**src/rtl/alu_sequencer.sv**
```systemverilog
// alu_sequencer: stack-machine sequencer for a single ALU instruction.
// It pops one or two operands from an external stack, lets an external
// combinational ALU compute the result, pushes the result back, and
// signals completion. Unsupported opcodes are rejected without touching the stack.
module alu_sequencer (
    input  logic        clk,
    input  logic        rst,
    input  logic        op_valid,
    input  logic [3:0]  op_code,
    output logic        op_ready,
    output logic        stack_pop,
    input  logic        stack_pop_valid,
    input  logic [31:0] stack_pop_data,
    output logic        stack_push,
    input  logic        stack_push_ready,
    output logic [31:0] stack_push_data,
    output logic [31:0] alu_operand_a,
    output logic [31:0] alu_operand_b,
    output logic [3:0]  alu_op_select,
    input  logic [31:0] alu_result_lo,
    output logic        done,
    output logic        illegal_op
);

    localparam logic [3:0] OP_IADD = 4'b0000;
    localparam logic [3:0] OP_ISUB = 4'b0001;
    localparam logic [3:0] OP_INEG = 4'b0101;
    localparam logic [3:0] OP_IOR  = 4'b1000;
    localparam logic [3:0] OP_IXOR = 4'b1001;
    localparam logic [3:0] OP_ISHL = 4'b1100;
    localparam logic [3:0] OP_ISHR = 4'b1101;
    localparam logic [3:0] OP_IAND = 4'b1111;

    typedef enum logic [2:0] {
        IDLE  = 3'd0,
        POP_B = 3'd1,
        POP_A = 3'd2,
        EXEC  = 3'd3,
        PUSH  = 3'd4,
        DONE  = 3'd5
    } state_t;

    state_t      state_q, state_d;
    logic [3:0]  op_q;
    logic [31:0] operand_a_q;
    logic [31:0] operand_b_q;
    logic [31:0] result_q;
    logic        stack_pop_q;
    logic        stack_push_q;
    logic        done_q;
    logic        illegal_q;
    logic        accept;

    function automatic logic isSupported(input logic [3:0] code);
        case (code)
            OP_IADD, OP_ISUB, OP_INEG, OP_IOR,
            OP_IXOR, OP_ISHL, OP_ISHR, OP_IAND: isSupported = 1'b1;
            default:                            isSupported = 1'b0;
        endcase
    endfunction

    // Ready only while idle; forced low while reset is held so nothing is accepted.
    assign op_ready = (state_q == IDLE) && !rst;
    assign accept   = op_valid && op_ready;

    assign stack_pop       = stack_pop_q;
    assign stack_push      = stack_push_q;
    assign stack_push_data = result_q;
    assign alu_operand_a   = operand_a_q;
    assign alu_operand_b   = operand_b_q;
    assign alu_op_select   = op_q;
    assign done            = done_q;
    assign illegal_op      = illegal_q;

    // Next-state selection; unary INEG skips the operand_b pop, rejected codes stay idle.
    always_comb begin
        state_d = state_q;
        case (state_q)
            IDLE: begin
                if (accept && isSupported(op_code)) begin
                    if (op_code == OP_INEG) begin
                        state_d = POP_A;
                    end else begin
                        state_d = POP_B;
                    end
                end
            end
            POP_B: begin
                if (stack_pop_valid) begin
                    state_d = POP_A;
                end
            end
            POP_A: begin
                if (stack_pop_valid) begin
                    state_d = EXEC;
                end
            end
            EXEC: begin
                state_d = PUSH;
            end
            PUSH: begin
                if (stack_push_ready) begin
                    state_d = DONE;
                end
            end
            DONE: begin
                state_d = IDLE;
            end
            default: begin
                state_d = IDLE;
            end
        endcase
    end

    // State, datapath registers and registered handshake/status outputs.
    always_ff @(posedge clk) begin
        if (rst) begin
            state_q      <= IDLE;
            op_q         <= 4'b0000;
            operand_a_q  <= 32'h0;
            operand_b_q  <= 32'h0;
            result_q     <= 32'h0;
            stack_pop_q  <= 1'b0;
            stack_push_q <= 1'b0;
            done_q       <= 1'b0;
            illegal_q    <= 1'b0;
        end else begin
            state_q      <= state_d;
            stack_pop_q  <= (state_d == POP_B) || (state_d == POP_A);
            stack_push_q <= (state_d == PUSH);
            done_q       <= (state_d == DONE);
            illegal_q    <= accept && !isSupported(op_code);

            if (accept) begin
                op_q <= op_code;
                if (op_code == OP_INEG) begin
                    operand_b_q <= 32'h0;
                end
            end

            if ((state_q == POP_B) && stack_pop_valid) begin
                operand_b_q <= stack_pop_data;
            end

            if ((state_q == POP_A) && stack_pop_valid) begin
                operand_a_q <= stack_pop_data;
            end

            if (state_q == EXEC) begin
                result_q <= alu_result_lo;
            end
        end
    end

endmodule

```
**config.mk**
```make
export PLATFORM = sky130hd
export DESIGN_NAME = alu_sequencer
export DESIGN_NICKNAME = d
export VERILOG_FILES = /design/src/rtl/alu_sequencer.sv
export SDC_FILE = /design/constraint.sdc
export NUM_CORES = 1
export LEC_CHECK = 0
export BUFFER_PORTS_ARGS = -buffer_cell sky130_fd_sc_hd__buf_2
export CAP_MARGIN = 20
export CORE_ASPECT_RATIO = 0.5
export CORE_UTILIZATION = 35
export CTS_BUF_LIST = sky130_fd_sc_hd__clkbuf_16
export DETAILED_ROUTE_END_ITERATION = 7
export GPL_TIMING_DRIVEN = 0
export HOLD_SLACK_MARGIN = 0.02
export PLACE_DENSITY = 0.72
export RECOVER_POWER = 25
export SETUP_SLACK_MARGIN = 0.2
export SYNTH_ARGS = -nofsm -noshare
export SYNTH_HDL_FRONTEND = slang
export SYNTH_SLANG_ARGS = --single-unit
```
**constraint.sdc**
```tcl
create_clock -name clk -period 1.8 [get_ports clk]
set_input_delay 0.54 -clock clk [delete_from_list [all_inputs] [get_ports clk]]
set_output_delay 0.54 -clock clk [all_outputs]
set_load 0.02 [all_outputs]
```
Word-level counts from Yosys, hierarchy flattened --
Memory sizes are Yosys's and may differ from the RTL's. Index checks and enable logic that the tools add are counted.
Storage, ports and cells: bits in read-only memories 32, logic and storage cells 44, input bits 73, memories kept 2, register bits after elaboration 107, output and inout bits 105
Memories:
- (name not given) | words 16, width 1, rd ports 1, clocked after memory_dff 0, write ports 0, RTL line 55 | case (code)
- (name not given) | words 16, width 1, rd ports 1, clocked after memory_dff 0, write ports 0, RTL line 55
Cells by class: reductions and logical operators 13, multiplexer cells 11, equality and inequality tests 9
Operators by type and width (number):
- 32-bit two-way mux | 3
- 3-bit one-hot mux with 5 select lines | 1
- 3-bit two-way mux | 4
- 3-bit by 2-bit equality test with 1-bit output, second input constant | 3
- 3-bit equality test, second input constant | 3
- 3-bit by 1-bit equality test with 1-bit output, second input constant | 2
- 1-bit logical AND | 6
- 4-bit by 3-bit equality test with 1-bit output, second input constant | 1
- 2-bit nonzero test | 2
- 3-bit logical NOT | 1
- 1-bit logical NOT | 2
- 1-bit two-way mux | 2
- 2-bit two-way mux | 1
- 2-bit AND reduction | 1
- 1-bit logical OR | 1

Longest topological paths before layout --
word-level depth 8, mapped depth 7, depth with buffers taken out 4

Worst setup path after synthesis --
No wires, ideal clock.
path kind in2out, start point input port rst, end point output port op_ready, data required time 1.260 ns, buffers on the path 1, stages 2, arrival 1.437 ns, path slack -0.177 ns, cells stage by stage buf_4 nor4_1
On the way: cells in the longest elaborated chain, start to end 2
Ends and longest elaborated chain:
- start: declaration | RTL line 7 | input logic rst,
- 1-bit logical NOT | RTL line 63 | assign op_ready = (state_q == IDLE) && !rst;
- 1-bit logical AND | RTL line 63
- end: declaration | RTL line 10 | output logic op_ready,
No other way between the ends.

Worst setup path after layout --
start point register state_q[2], end point output port op_ready
On the way: cells in the longest elaborated chain, start to end 2
Ends and longest elaborated chain:
- start: declaration | RTL line 43 | state_t state_q, state_d;
- start signal: assignment | RTL line 128 | state_q <= state_d;
- 3-bit logical NOT | RTL line 63
- 1-bit logical AND | RTL line 63
No other way between the ends.

==> flow_metrics.py <==
metrics = {
    "logic_synthesis": {
        "yosys-top-cells-count": "nand2_1, dfxtp_1, a21oi_1",
        "synth_area_leaders": "dfxtp_1, nand2_1, a21oi_1, nand3_2, a21oi_2",
        "synth_most_common_cell": "nand2_1",
        "synth_top_area_cell": "dfxtp_1",
        "synth-edff-count": 0,
        "synth_top_area_share_pct": 50.8,
        "seq_area_frac_synth_pct": 50.8,
        "yosysUniqueCellTypes": 35,
        "ys_ff_latch": 107,
        "synth_ff_type": "dfxtp_1",
        "synth_area_sq_um": 4220,
        "synth_nets": 555,
        "netlist_instances": 482,
        "yosys_warnings": 0,
        "synth.avg_cell_area_sq_um": 8.75,
        "synthArstFlopShare_pct": 0,
    },
    "global_routing": {
        "grt_usage_pct": 17.7,
        "gr-total-overflow": 0,
        "grt_pass1_wl_um": 17300,
        "antenna_found_initial": 1,
        "grt_pass1_vias": 3492,
        "grt_start_max_net_pins": 17,
    },
    "die": {
        "placementRows": 27,
        "start_util_pct": 37.1,
        "die_h_um": 79.6,
        "dieWidth_um": 157,
        "ioPinCount": 178,
        "die_area_sq_um": 12500,
        "fp.coreArea_sq_um": 11400,
    },
    "cts": {
        "cts_buffers": 9,
        "cts_max_level": 3,
        "postCtsHoldBufs": 0,
        "cts_sinks": 107,
        "path_clk_slew_ns": 0.07,
        "cts_tree": "built",
        "clk_root_buffer_cell": "clkbuf_16",
        "cts.path.max_buffers": 2,
        "clock_latency_ns": 0.34,
    },
    "finish": {
        "finalNonFillerCells": 835,
        "synthToLayoutAreaGrowth_pct": 33.7,
        "drive_gt1_share_pct": 36.1,
        "layout.nets": 745,
        "antenna_cells": 0,
    },
    "timing": {
        "skew_ns": 0.00767,
        "slew_headroom_pct": 59.1,
        "drv_slew": 0,
        "rsz0062_at_grt": "yes",
        "final.min_clock_period_ns": 1.82,
        "hold_violations": 0,
        "fin_setup_tns_ns": -0.0242,
        "final-setup-viol-count": 1,
        "whs_ns": 0.431,
        "worst_pin_slew_ns": 0.614,
        "setup_ws_ns": -0.0242,
        "finalCritPeriodShare_pct": 101,
        "max_freq_ghz": 0.548,
    },
    "critical_path": {
        "r2r_setup_slack_ns": 0.16,
        "critPathRequiredTime_ns": 1.26,
        "crit_path_end_kind": "output pin",
        "r2r_end": "alu_operand_a[23]",
        "cp.arrival_ns": 1.28,
        "critPathMaxFanout": 3,
        "rr_worst_depth": 7,
        "criticalPathCategory": "reg2out",
        "reg2reg_from": "state_q[0]",
        "setup.worst_path.start_class": "register",
    },
    "run_status": {
        "outcome": "complete, but fails checks",
        "failed_checks": "setup timing",
    },
    "power_and_ir_drop": {
        "ir_worst_vdd_mv": 0.577,
        "power.density_nw_per_um2": 925,
        "p_leak_nw": 2.22,
    },
    "worst_hold_path": {
        "hold_class": "in2reg",
        "hold_end": "stack_push_data[14]",
        "worstHoldStart": "alu_result_lo[14]",
        "hold_path_depth": 3,
    },
    "route": {
        "avgViaCountPerCell": 4.60,
        "wl_per_cell_um": 13.2,
        "first_pass_iters": 4,
        "num_vias": 3838,
        "drt_wl_total_um": 11000,
        "route.detailed.drc": 0,
        "ant_nets": 0,
        "drtIter0Drc": 176,
    },
    "placed_design": {
        "dp_cells": 817,
        "port_buffers": 176,
        "place_hpwl_um": 8250,
        "place.gp.congestion": 0.750,
    },
    "run": {
        "cap_violations": 0,
    },
}
==> critical path: stages, from the launching register on <==
cell	delay, ns
dfxtp_2	0.33
buf_6	0.13
nor4_4	0.29
buf_4	0.19
==> logic make-up (layout without fill, tap and decap cells) <==
| group | after synthesis | in the layout | share of synthesized area [%] |
|---|---|---|---|
| AND/OR/NAND/NOR | 224 | 224 | 26.8 |
| AO/OA/AOI/OAI | 106 | 106 | 15.5 |
| XOR/XNOR | 1 | 1 | 0.208 |
| multiplexers | 4 | 4 | 0.950 |
| flip-flops | 107 | 107 | 50.8 |
| buffers and inverters | 40 | 234 | 5.79 |
==> worst max-delay path by stage <==
stage,start,end,slack (ns),depth (start not counted)
6_report,state_q[2],op_ready,-0.02,3
5_1_grt,state_q[2],op_ready,-0.07,3
3_5_place_dp,op_valid,alu_operand_b[14],-0.11,6
4_1_cts,state_q[2],op_ready,0.0007,3
2_1_floorplan,op_valid,alu_operand_b[10],0.21,5
3_3_place_gp,op_valid,alu_operand_b[8],-0.11,6
==> per-stage QoR <==
step | util (%) | setup slack (ns) | area [sq um] | power, W
floorplan | - | 0.213 | 4230 | 0.00285
global placement | 46.8 | -0.114 | 5310 | 0.00306
detailed placement | 46.8 | -0.107 | 5310 | 0.00307
CTS | 50.1 | 0.000703 | 5680 | 0.00527
global route | 49.7 | -0.0727 | 5640 | 0.00542
finish | 49.7 | -0.0242 | 5640 | 0.00522
==> flip-flops by register name, summed over array words and instances, names as in the netlist <==
name,count
done,1
stack_push,1
alu_op_select,4
alu_operand_b,32
state_q,3
alu_operand_a,32
stack_push_data,32
stack_pop,1
illegal_op,1
==> cell type report <==
type,count,area (sq um)
tap,159,199
multi-input combinational,335,1850
sequential,107,2140
clock inverter,6,105
fill,1135,5710
timing repair buffer,179,848
inverter,1,3.75
buffer,39,259
clock buffer,9,225
==> where the power goes <==
part           total, W  internal [W]  switching (W)
combinational  0.000558      0.000217       0.000340
sequential      0.00246       0.00243      0.0000343
clock           0.00219       0.00135       0.000848
total           0.00522       0.00399        0.00122
==> routing by layer <==
metal | track usage [%] | part of all wire, % | vias to the layer above | wire length (um)
met5 | 0 | 0 | - | 0
met4 | 4.17 | 0.94 | 0 | 103
met3 | 4.83 | 4.2 | 9 | 461
met2 | 30.1 | 50 | 71 | 5510
met1 | 22.2 | 45 | 1790 | 4930
li1 | - | - | 1968 | -
==> what timing repair did <==
item,CTS,global route
endpoints found under the hold margin,0,0
setup endpoints to repair,75,63
pin swaps,2,0
setup buffers,3,0
resized for setup,9,11
==> cells in the final DEF (no fill, tap or decap), drive strengths merged <==
master / count
nand2: 166
dlygate4sd1: 2
nand2b: 1
a21oi: 101
bufinv: 3
and2b: 1
o21ai: 2
nor3: 1
nand3: 33
a21boi: 1
dfxtp: 107
and3: 1
or4: 1
inv: 1
nor3b: 2
mux2i: 4
o21a: 1
nor4: 1
clkinv: 3
clkbuf: 68
a21o: 1
or3b: 1
nor2b: 2
and3b: 1
nand4b: 1
nor2: 7
buf: 157
xnor2: 1
nor4b: 2
and2: 1
nand3b: 2
No activity file was read; power rests on OpenSTA's default activity.
